File: src/rtl/ex_operand_stage.sv
// Single-entry operand stage between decode and the ALU: holds one instruction, resolves SrcA/SrcB/store_data.
// Define EX_OPERAND_FWD_EN to forward from EX/MEM and MEM/WB; otherwise hazards stall the entry in WAIT.
module ex_operand_stage #(
    parameter int DATA_WIDTH    = 32,
    parameter int OPCODE_LENGTH = 4,
    parameter int REG_ADDR_W    = 5
) (
    input  logic                     clk,
    input  logic                     reset,
    input  logic                     in_valid,
    output logic                     in_ready,
    input  logic [REG_ADDR_W-1:0]    rs1_addr,
    input  logic [REG_ADDR_W-1:0]    rs2_addr,
    input  logic [REG_ADDR_W-1:0]    rd_addr,
    input  logic [DATA_WIDTH-1:0]    rs1_data,
    input  logic [DATA_WIDTH-1:0]    rs2_data,
    input  logic [DATA_WIDTH-1:0]    imm,
    input  logic                     alu_src,
    input  logic [OPCODE_LENGTH-1:0] op_in,
    input  logic                     reg_write_in,
    input  logic                     flush,
    input  logic [REG_ADDR_W-1:0]    exmem_rd,
    input  logic [REG_ADDR_W-1:0]    memwb_rd,
    input  logic                     exmem_we,
    input  logic                     memwb_we,
    input  logic [DATA_WIDTH-1:0]    exmem_result,
    input  logic [DATA_WIDTH-1:0]    memwb_result,
    output logic                     out_valid,
    input  logic                     out_ready,
    output logic [DATA_WIDTH-1:0]    SrcA,
    output logic [DATA_WIDTH-1:0]    SrcB,
    output logic [DATA_WIDTH-1:0]    store_data,
    output logic [OPCODE_LENGTH-1:0] Operation,
    output logic [REG_ADDR_W-1:0]    rd_out,
    output logic                     reg_write_out
);

    localparam logic [1:0] EMPTY = 2'd0;
    localparam logic [1:0] FULL  = 2'd1;
    localparam logic [1:0] WAIT  = 2'd2;

    logic [1:0]               state;
    logic [REG_ADDR_W-1:0]    rs1_q, rs2_q, rd_q;
    logic [DATA_WIDTH-1:0]    rs1_data_q, rs2_data_q, imm_q;
    logic                     alu_src_q, reg_write_q;
    logic [OPCODE_LENGTH-1:0] op_q;

    logic take, release_entry, clear_entry, hazard;
    logic wb_hit1, wb_hit2, ex_hit1, ex_hit2;
    logic [DATA_WIDTH-1:0] fwd_a, fwd_b;

    // Register x0 never matches, so a zero address can neither stall nor be forwarded into.
    assign ex_hit1 = exmem_we && (exmem_rd != '0) && (exmem_rd == rs1_q);
    assign ex_hit2 = exmem_we && (exmem_rd != '0) && (exmem_rd == rs2_q);
    assign wb_hit1 = memwb_we && (memwb_rd != '0) && (memwb_rd == rs1_q);
    assign wb_hit2 = memwb_we && (memwb_rd != '0) && (memwb_rd == rs2_q);

`ifdef EX_OPERAND_FWD_EN
    assign fwd_a  = ex_hit1 ? exmem_result : (wb_hit1 ? memwb_result : rs1_data_q);
    assign fwd_b  = ex_hit2 ? exmem_result : (wb_hit2 ? memwb_result : rs2_data_q);
    assign hazard = 1'b0;
`else
    logic unused_exmem_result;
    assign unused_exmem_result = ^exmem_result;
    assign fwd_a  = rs1_data_q;
    assign fwd_b  = rs2_data_q;
    assign hazard = ex_hit1 || ex_hit2 || wb_hit1 || wb_hit2;
`endif

    // A hazard seen while FULL suppresses issue in the same cycle so stale operands never leave.
    assign out_valid     = (state == FULL) && !hazard;
    assign in_ready      = (state == EMPTY) || (out_valid && out_ready);
    assign take          = in_valid && in_ready;
    assign release_entry = out_valid && out_ready;
    assign clear_entry   = flush || (release_entry && !take);

    assign SrcA          = fwd_a;
    assign SrcB          = alu_src_q ? imm_q : fwd_b;
    assign store_data    = fwd_b;
    assign Operation     = op_q;
    assign rd_out        = rd_q;
    assign reg_write_out = reg_write_q;

    always_ff @(posedge clk or posedge reset) begin
        if (reset) begin
            state <= EMPTY;
        end else if (flush) begin
            state <= EMPTY;
        end else if (take) begin
            state <= FULL;
        end else if (release_entry) begin
            state <= EMPTY;
        end else if (state == FULL && hazard) begin
            state <= WAIT;
        end else if (state == WAIT && !hazard) begin
            state <= FULL;
        end
    end

    // Held fields are zeroed whenever the entry goes away so an EMPTY stage drives all-zero outputs.
    always_ff @(posedge clk or posedge reset) begin
        if (reset) begin
            rs1_q       <= '0;
            rs2_q       <= '0;
            rd_q        <= '0;
            rs1_data_q  <= '0;
            rs2_data_q  <= '0;
            imm_q       <= '0;
            alu_src_q   <= 1'b0;
            op_q        <= '0;
            reg_write_q <= 1'b0;
        end else if (clear_entry) begin
            rs1_q       <= '0;
            rs2_q       <= '0;
            rd_q        <= '0;
            rs1_data_q  <= '0;
            rs2_data_q  <= '0;
            imm_q       <= '0;
            alu_src_q   <= 1'b0;
            op_q        <= '0;
            reg_write_q <= 1'b0;
        end else if (take) begin
            rs1_q       <= rs1_addr;
            rs2_q       <= rs2_addr;
            rd_q        <= rd_addr;
            rs1_data_q  <= rs1_data;
            rs2_data_q  <= rs2_data;
            imm_q       <= imm;
            alu_src_q   <= alu_src;
            op_q        <= op_in;
            reg_write_q <= reg_write_in;
        end else begin
            if (wb_hit1) rs1_data_q <= memwb_result;
            if (wb_hit2) rs2_data_q <= memwb_result;
        end
    end

endmodule
File: config.mk
export PLATFORM = sky130hd
export DESIGN_NAME = ex_operand_stage
export DESIGN_NICKNAME = d
export VERILOG_FILES = /design/src/rtl/ex_operand_stage.sv
export SDC_FILE = /design/constraint.sdc
export NUM_CORES = 1
export LEC_CHECK = 0
export ABC_AREA = 0
export CAP_MARGIN = 15
export CORE_MARGIN = 2
export CORE_UTILIZATION = 39
export DETAILED_ROUTE_END_ITERATION = 7
export PLACE_DENSITY = 0.81
export SKIP_LAST_GASP = 1
export SLEW_MARGIN = 20
export SYNTH_ARGS = -nofsm -noshare
export SYNTH_HDL_FRONTEND = slang
export SYNTH_SLANG_ARGS = --single-unit
File: constraint.sdc
create_clock -name clk -period 5 [get_ports clk]
set_input_delay 1.25 -clock clk [delete_from_list [all_inputs] [get_ports clk]]
set_output_delay 1.25 -clock clk [all_outputs]
set_load 0.1 [all_outputs]
==> impl_metrics.ini, run 1 <==
[status]
outcome = completed

[power_and_ir_drop]
powerDensity_nw_per_um2 = 377
seqPwrFrac = 0.320
irDropWorstVdd_uv = 221
switching_share = 0.360
p_clk_frac = 0.361
p_int_mw = 2.20
pwr-share-comb = 0.319
power.switching_mw = 1.24
power_leakage_nw = 3.61
totalPowerFinal_mw = 3.44

[critical_path]
path_cells = clkdlybuf4s50_1 -> or4_1 -> nor2_1 -> nor4_2 -> nor2_1 -> nand2_1 -> nor3b_2 -> buf_12
cp.buffers_inverters = 2
crit_path_start_kind = input pin
cp_max_fo = 3
worstPathRequired_ns = 3.75
cp_slowest_cell = or4_1
worstSetupEndpointType = output port
arrival_ns = 3.34
slowest_delay_ns = 0.54
path_class = in2out
crit_family = simple AND/OR/NAND/NOR gates
critPathMostFrequentCell = nor2_1

[floorplanning]
std_cell_rows = 43
die_height_um = 123
floorplan.initialDensity = 0.399
design.core.area_um2 = 13900
die-area_um2 = 15200
die_x_um = 123
ios = 306

[final_layout]
area_growth_pct = 63.8
drive_above_1_share = 0.113
fin_nets = 886
fin_area_um2 = 9120
final-instance-count-excl-fill = 879
final_core_util = 0.654
diodes = 0

[sta]
fin_tns_setup_ns = 0
skew_ns = 0.00634
worstMarginPinSlew_ns = 1.03
finalHoldViolations = 0
relSlewSlack = 0.314
max_freq_ghz = 0.218
period_needed_ns = 4.59
hold_slack_ns = 0.497
drv_slew = 0
period_share = 0.919
rsz0062_at_grt = no
worst_slack_ns = 0.405
setup_viol = 0

[placed_design]
post_dp_cell_area_um2 = 8510
pre_cts_slack_ns = 0.384
gp_congestion = 0.810
post-place-cells = 849
dp_hpwl_um = 12100
port_buffers = 273

[clock_network]
clock_latency_ns = 0.41
cts_buffers = 17
h-tree-depth = 4
post-cts-setup-buffers = 0
clockRootBuffer = clkbuf_16
cts_resized = 0
clkSinkCount = 119
holdBufCountCts = 0
clk_pin_slew_worst_paths_ns = 0.05
cts_buffer_depth = 2
cts_tree = yes

[drt]
drt_iter0_drc = 188
first_pass_iters = 5
vias = 4788
wl_per_cell_um = 20.0
drc_errors = 0
drt-total-wl_um = 17600
avgViaCountPerCell = 5.45
ant_nets = 0

[synthesis]
avgSynthCellArea_um2 = 13.2
ys.warnings.count = 0
netlist_area_um2 = 5570
yosysSeqAreaShare = 0.535
ys_seq_elements = 119
syn_inst = 422
ys_types = 29
syn_nets = 620

[global_routing]
grt_pass1_vias = 4972
antenna_found_initial = 0
grt_pass1_wl_um = 26300
grt_max_degree = 69
grt-ovfl-total = 0
grt_usage = 0.231

[flow_run]
maxCapViolations = 0

[worst_hold_path]
min_path_type = reg2reg
[worst register-to-register path, cell delays in order, from the launching register on]
cell and delay (ns):
dfrtp_1 0.42, xnor2_1 0.20, nand4_1 0.12, nor4_2 0.18
buf_4 0.58, or2_1 0.40, o31a_4 0.62, a22o_1 0.25
[path summary, 6_finish.rpt]
kind / start / endpoint / slack, ns / cells past startpoint
setup / recovery: memwb_rd[1] / out_valid / 0.41 / 8
setup reg to reg: rs2_q[2] / imm_q[16] / 2.15 / 7
max in group asynchronous: reset / imm_q[16] / 2.72 / 3
hold reg to reg: imm_q[23] / imm_q[23] / 0.50 / 1
hold / removal: imm_q[23] / imm_q[23] / 0.50 / 1
min in group asynchronous: reset / SrcA[21] / 1.34 / 2
[sequential cells by signal, indices dropped and copies added (netlist names)]
name           count
rs2_q              5
SrcA              32
alu_src_q          1
rd_out             5
Operation          4
state              2
store_data        32
rs1_q              5
imm_q             32
reg_write_out      1
[cells by family (layout without fill, tap and decap cells)]
kind of cell,count (synthesis),count (layout),synth area share
XOR/XNOR,21,21,0.0330
AO/OA/AOI/OAI,128,128,0.203
AND/OR/NAND/NOR,22,22,0.0214
buffers and inverters,36,313,0.0276
flip-flops,119,119,0.535
multiplexers,96,96,0.180
[cell usage after synthesis (all sizes together)]
master | instances | area, um^2
dfrtp | 119 | 2980
o2bb2ai | 65 | 569
mux2i | 64 | 641
a22o | 53 | 464
mux2 | 32 | 360
clkbuf | 25 | 93.8
xnor2 | 16 | 140
buf | 9 | 52.6
xor2 | 5 | 43.8
nand2 | 4 | 15.0
nor2 | 4 | 15.0
nand3 | 3 | 15.0
a211oi | 2 | 15.0
a21oi | 2 | 10.0
inv | 2 | 7.51
nand2b | 2 | 12.5
nand4 | 2 | 12.5
nor4 | 2 | 12.5
or4 | 2 | 15.0
nand3b | 1 | 7.51
nor3b | 1 | 7.51
o211a | 1 | 10.0
o211ai | 1 | 7.51
o22ai | 1 | 6.26
o31a | 1 | 8.76
o31ai | 1 | 12.5
o41ai | 1 | 27.5
or2 | 1 | 6.26
[layout by cell type (no fill, tap or decap), types with 3 or more instances in the layout]
cell / instances
a22o_1: 53
buf_12: 4
buf_4: 6
bufinv_16: 3
clkbuf_16: 17
clkbuf_8: 3
clkdlybuf4s50_1: 271
clkinv_2: 4
dfrtp_1: 118
mux2_2: 32
mux2i_1: 64
nand2_1: 4
nand3_1: 3
nor2_1: 4
o2bb2ai_1: 65
xnor2_1: 16
xor2_1: 5
[power groups by stage]
stage	sequential, mW	combinational, mW	clock, mW
6_report	1.10	1.10	1.24
5_1_grt	1.11	1.14	1.30
4_1_cts	1.10	1.10	1.26
3_5_place_dp	1.12	1.10	0
3_3_place_gp	1.11	1.09	0
2_1_floorplan	1.44	0.412	0
[metal layers]
metal	GRT usage	vias to the layer above	part of all wire	wire (um)
met3	0.0849	35	0.084	1480
met1	0.267	2369	0.40	6970
met2	0.387	213	0.49	8710
li1	-	2171	-	-
met4	0.0966	0	0.025	446
met5	0	-	0	0
[layout make-up]
cell class	instances	area (um^2)
clock buffer	21	470
clock inverter	9	125
fill	1017	4820
inverter	2	10.0
multi-input combinational	267	2470
sequential	119	2980
tap	180	225
timing repair buffer	281	2840
Power figures use the tool's default switching activity.
==> inputs of run 2 (changes only) <==
--- a/config.mk
+++ b/config.mk
@@ -5,10 +5,10 @@
 export SDC_FILE = /design/constraint.sdc
 export NUM_CORES = 1
 export LEC_CHECK = 0
-export ABC_AREA = 0
+export ABC_AREA = 1
 export CAP_MARGIN = 15
 export CORE_MARGIN = 2
-export CORE_UTILIZATION = 39
+export CORE_UTILIZATION = 41
 export DETAILED_ROUTE_END_ITERATION = 7
 export PLACE_DENSITY = 0.81
 export SKIP_LAST_GASP = 1
==> impl_metrics.ini, run 2 <==
[status]
outcome = completed

[global_routing]
grt_pass1_wl_um = 31900
grt_usage = 0.253
grt-ovfl-total = 0
grt_max_degree = 66
grt_pass1_vias = 6260
antenna_found_initial = 0

[floorplanning]
die_height_um = 127
ios = 306
design.core.area_um2 = 14600
die_x_um = 127
die-area_um2 = 16100
floorplan.initialDensity = 0.424
std_cell_rows = 44

[sta]
drv_slew = 0
setup_viol = 0
period_share = 0.850
relSlewSlack = 0.308
skew_ns = 0.0112
hold_slack_ns = 0.479
fin_tns_setup_ns = 0
worstMarginPinSlew_ns = 1.03
finalHoldViolations = 0
worst_slack_ns = 0.750
max_freq_ghz = 0.235
rsz0062_at_grt = no
period_needed_ns = 4.25

[synthesis]
ys_seq_elements = 119
synth_common_cells = nand2_1 (434), dfrtp_1 (119), o21ai_0 (78)
yosysMostFrequentCell = nand2_1
ys_top_cells_by_area = dfrtp_1 (48%), nand2_1 (26%), o21ai_0 (6.3%)
avgSynthCellArea_um2 = 7.15
synth_top_area_share = 0.480
synth_flop_cell = dfrtp_1
syn_nets = 1066
ys.warnings.count = 0
ys_types = 28
yosysTopAreaCell = dfrtp_1
synthArstFlopShare = 1.00
netlist_area_um2 = 6200
syn_inst = 868
synth-edff-count = 0
yosysSeqAreaShare = 0.480

[critical_path]
timing.rr.start = rs2_q[3]
r2r_slack_ns = 2.32
ff2ff_path_depth = 14
arrival_ns = 3.00
crit_path_start_kind = flop
worstPathRequired_ns = 3.75
worstSetupEndpointType = output port
r2r-end = SrcA[9]
path_class = reg2out
cp_max_fo = 65

[drt]
ant_nets = 0
drt_iter0_drc = 412
first_pass_iters = 4
drc_errors = 0
avgViaCountPerCell = 4.86
drt-total-wl_um = 20100
vias = 6417
wl_per_cell_um = 15.2

[final_layout]
drive_above_1_share = 0.0598
multiInputGateArea_um2 = 2730
fin_nets = 1322
diodes = 0
layout_commonest_cell = nand2_1
area_growth_pct = 56.5
fin_area_um2 = 9710
fillCellCount = 1272
final-instance-count-excl-fill = 1321
regArea_um2 = 2980
layout_common_cells = nand2_1 (434), clkdlybuf4s50_1 (264), dfrtp_1 (119), o21ai_0 (78), nand3_1 (73)

[power_and_ir_drop]
pwr-share-comb = 0.341
p_int_mw = 2.31
power_leakage_nw = 4.69
power.switching_mw = 1.41
powerDensity_nw_per_um2 = 384
switching_share = 0.379
irDropWorstVdd_uv = 245
p_clk_frac = 0.366
seqPwrFrac = 0.293

[worst_hold_path]
hold_path_end = SrcA[0]
min_from = SrcA[0]
worstHoldPathCells = 2
min_path_type = reg2reg

[placed_design]
dp_hpwl_um = 14300
pre_cts_slack_ns = 0.879
post_dp_cell_area_um2 = 9040
port_buffers = 273
gp_congestion = 0.881
post-place-cells = 1289

[flow_run]
maxCapViolations = 0

[clock_network]
cts_buffer_depth = 2
cts_tree = yes
clockRootBuffer = clkbuf_16
cts_buffers = 17
clock_latency_ns = 0.42
post-cts-setup-buffers = 0
clk_pin_slew_worst_paths_ns = 0.05
h-tree-depth = 4
holdBufCountCts = 0
clkSinkCount = 119
cts_resized = 0
==> run 2: worst max-delay path by stage <==
stage | from | endpoint | slack, ns | cells past startpoint
global route | alu_src_q | SrcB[29] | 0.52 | 4
detailed placement | memwb_rd[3] | in_ready | 0.88 | 11
finish | alu_src_q | SrcB[29] | 0.75 | 4
global placement | memwb_rd[2] | in_ready | 0.89 | 11
floorplan | reset | Operation[0] | 0.59 | 1
CTS | alu_src_q | SrcB[29] | 0.68 | 4
==> run 2: worst max-delay path, cell delays in order, from the launching register on <==
cell and delay, ns:
dfrtp_1 0.37, inv_2 0.69, nand2_1 0.17, o21ai_0 0.15, clkdlybuf4s50_1 1.20
==> run 2: area by class of cell <==
type | instances | area share
Timing Repair Buffer | 283 | 0.292
Multi-Input combinational cell | 632 | 0.281
Clock inverter | 11 | 0.0201
Inverter | 71 | 0.0277
Tap cell | 184 | 0.0237
Clock buffer | 21 | 0.0485
Sequential cell | 119 | 0.307
==> run 2: per-layer routing <==
metal	up-vias	wire length, um	global-route usage
met1	2940	8690	0.316
met5	-	0	0
met4	0	494	0.0937
met2	237	9680	0.426
li1	3205	-	-
met3	35	1270	0.0611
==> run 2: power groups by stage <==
stage / sequential [mW] / clock [mW] / combinational [mW]
after global routing: 1.10 / 1.42 / 1.34
after global placement: 1.10 / 0 / 1.26
after detailed placement: 1.10 / 0 / 1.27
after CTS: 1.09 / 1.38 / 1.27
after floorplan: 1.47 / 0 / 0.504
final: 1.09 / 1.36 / 1.27
==> run 2: metrics by stage <==
stage	utilization	power (mW)
2_1_floorplan	-	1.98
3_3_place_gp	0.617	2.36
3_5_place_dp	0.617	2.37
4_1_cts	0.663	3.74
5_1_grt	0.663	3.86
6_report	0.663	3.72
==> run 2: cells by family after synthesis <==
kind of cell           Yosys count  synth area share
flip-flops                     119             0.480
AND/OR/NAND/NOR                537             0.354
AO/OA/AOI/OAI                   91            0.0799
XOR/XNOR                         4           0.00565
buffers and inverters          117            0.0805
==> inputs of run 3 (changes only) <==
==> constraint.sdc (replaced) <==
create_clock -name clk -period 4.2 [get_ports clk]
set_input_delay 1.05 -clock clk [delete_from_list [all_inputs] [get_ports clk]]
set_output_delay 1.05 -clock clk [all_outputs]
set_load 0.1 [all_outputs]
==> impl_metrics.ini, run 3 (same netlist as run 2, synthesis figures left out) <==
[final_layout]
fin_nets = 1326
area_growth_pct = 54.9
layout_common_cells = nand2_1 (434), clkdlybuf4s50_1 (238), dfrtp_1 (119), o21ai_0 (78), nand3_1 (73)
layout_commonest_cell = nand2_1
diodes = 0
final_core_util = 0.656
drive_above_1_share = 0.0833
fin_area_um2 = 9610
final-instance-count-excl-fill = 1324

[sta]
finalHoldViolations = 0
skew_ns = 0.00883
setup_viol = 0
worstMarginPinSlew_ns = 1.03
max_freq_ghz = 0.262
fin_tns_setup_ns = 0
period_share = 0.907
drv_slew = 0
period_needed_ns = 3.81
relSlewSlack = 0.313
rsz0062_at_grt = no

[floorplanning]
floorplan.initialDensity = 0.424
design.core.area_um2 = 14600
die_height_um = 127
ios = 306
die-area_um2 = 16100
std_cell_rows = 44
die_x_um = 127

[power_and_ir_drop]
powerDensity_nw_per_um2 = 445
totalPowerFinal_mw = 4.27
irDropWorstVdd_uv = 283
power_leakage_nw = 4.73

[global_routing]
grt_pass1_vias = 6455
grt-ovfl-total = 0
grt_usage = 0.258
grt_max_degree = 120
grt_pass1_wl_um = 32600
antenna_found_initial = 0

[clock_network]
clk_pin_slew_worst_paths_ns = 0.05
h-tree-depth = 4
cts_resized = 0
clock_latency_ns = 0.41
cts_buffer_depth = 2
holdBufCountCts = 0
post-cts-setup-buffers = 0
clkSinkCount = 119
cts_tree = yes
cts_buffers = 17
clockRootBuffer = clkbuf_16

[drt]
avgViaCountPerCell = 4.92
drt_iter0_drc = 423
wl_per_cell_um = 15.5
first_pass_iters = 6
drt-total-wl_um = 20500
ant_nets = 0
vias = 6508
drc_errors = 0

[critical_path]
worstPathRequired_ns = 3.15
crit_path_start_kind = input pin
cp_slowest_cell = clkdlybuf4s50_1
worstSetupEndpointType = output port
path_cells = clkdlybuf4s50_1 -> inv_2 -> nand2_1 -> nand2_1 -> nor2_1 -> nand3b_1 -> nor2_2 -> nor2_4 -> nand4_4 -> nand2_4 -> buf_12
critPathMostFrequentCell = nand2_1
cp_max_fo = 4
cp.buffers_inverters = 3
path_class = in2out
crit_family = simple AND/OR/NAND/NOR gates
slowest_delay_ns = 0.57
arrival_ns = 2.76

[placed_design]
post-place-cells = 1293
port_buffers = 273
post_dp_cell_area_um2 = 9020
dp_hpwl_um = 14600
gp_congestion = 0.902

[worst_hold_path]
min_path_type = reg2reg

[status]
outcome = completed

[flow_run]
maxCapViolations = 0
[run 3: changes by cell type in the layout (fill, tap and decap cells not counted), sizes merged]
| cell | before | now |
|---|---|---|
| inv | 71 | 70 |
| buf | 19 | 49 |
| clkinv | 3 | 4 |
| bufinv | 5 | 3 |
| clkbuf | 21 | 22 |
| clkdlybuf4s50 | 264 | 238 |
[run 3: worst reg2reg max path, delay by kind of cell (launching register included)]
family                 cells  cell delay, ns
AOI/OAI and AO/OA          1            0.52
buffers and inverters      2            0.38
DFF                        1            0.40
and+or+nand+nor           11            1.15
[run 3: power by group]
group,switching (mW),internal [mW],total [mW]
Clock,0.505,0.955,1.46
Combinational,1.10,0.409,1.51
Sequential,0.0597,1.24,1.30
Total,1.67,2.61,4.27
[run 3: path summary, 6_finish.rpt]
| check | from | endpoint | slack [ns] | cells past startpoint |
|---|---|---|---|---|
| worst max register to register | rs2_q[3] | store_data[9] | 1.69 | 14 |
| worst min register to register | SrcA[9] | SrcA[9] | 0.48 | 2 |
| min in group asynchronous | reset | rs2_q[0] | 1.12 | 3 |
| max in group asynchronous | reset | SrcA[26] | 2.50 | 3 |
| worst min-delay path | SrcA[9] | SrcA[9] | 0.48 | 2 |
| worst max-delay path | memwb_rd[2] | in_ready | 0.39 | 11 |
[run 3: cell type report]
class	count	area (um^2)
clock inverter	9	125
tap	184	230
clock buffer	22	464
sequential	119	2980
multi-input combinational	632	2730
fill	1263	5040
timing repair buffer	287	2810
inverter	71	270
[run 3: through the flow]
step	setup WS, ns	hold WS, ns
after detailed placement	0.444	0.464
final	0.390	0.476
after CTS	0.411	0.479
after global placement	0.461	0.462
after global routing	0.310	0.495
after floorplan	0.302	0.483
[run 3: per-layer routing]
layer,up-vias,GRT usage,share of wire
li1,3211,-,-
met1,3023,0.316,0.42
met2,240,0.441,0.49
met3,34,0.0674,0.070
met4,0,0.0950,0.022
met5,-,0,0
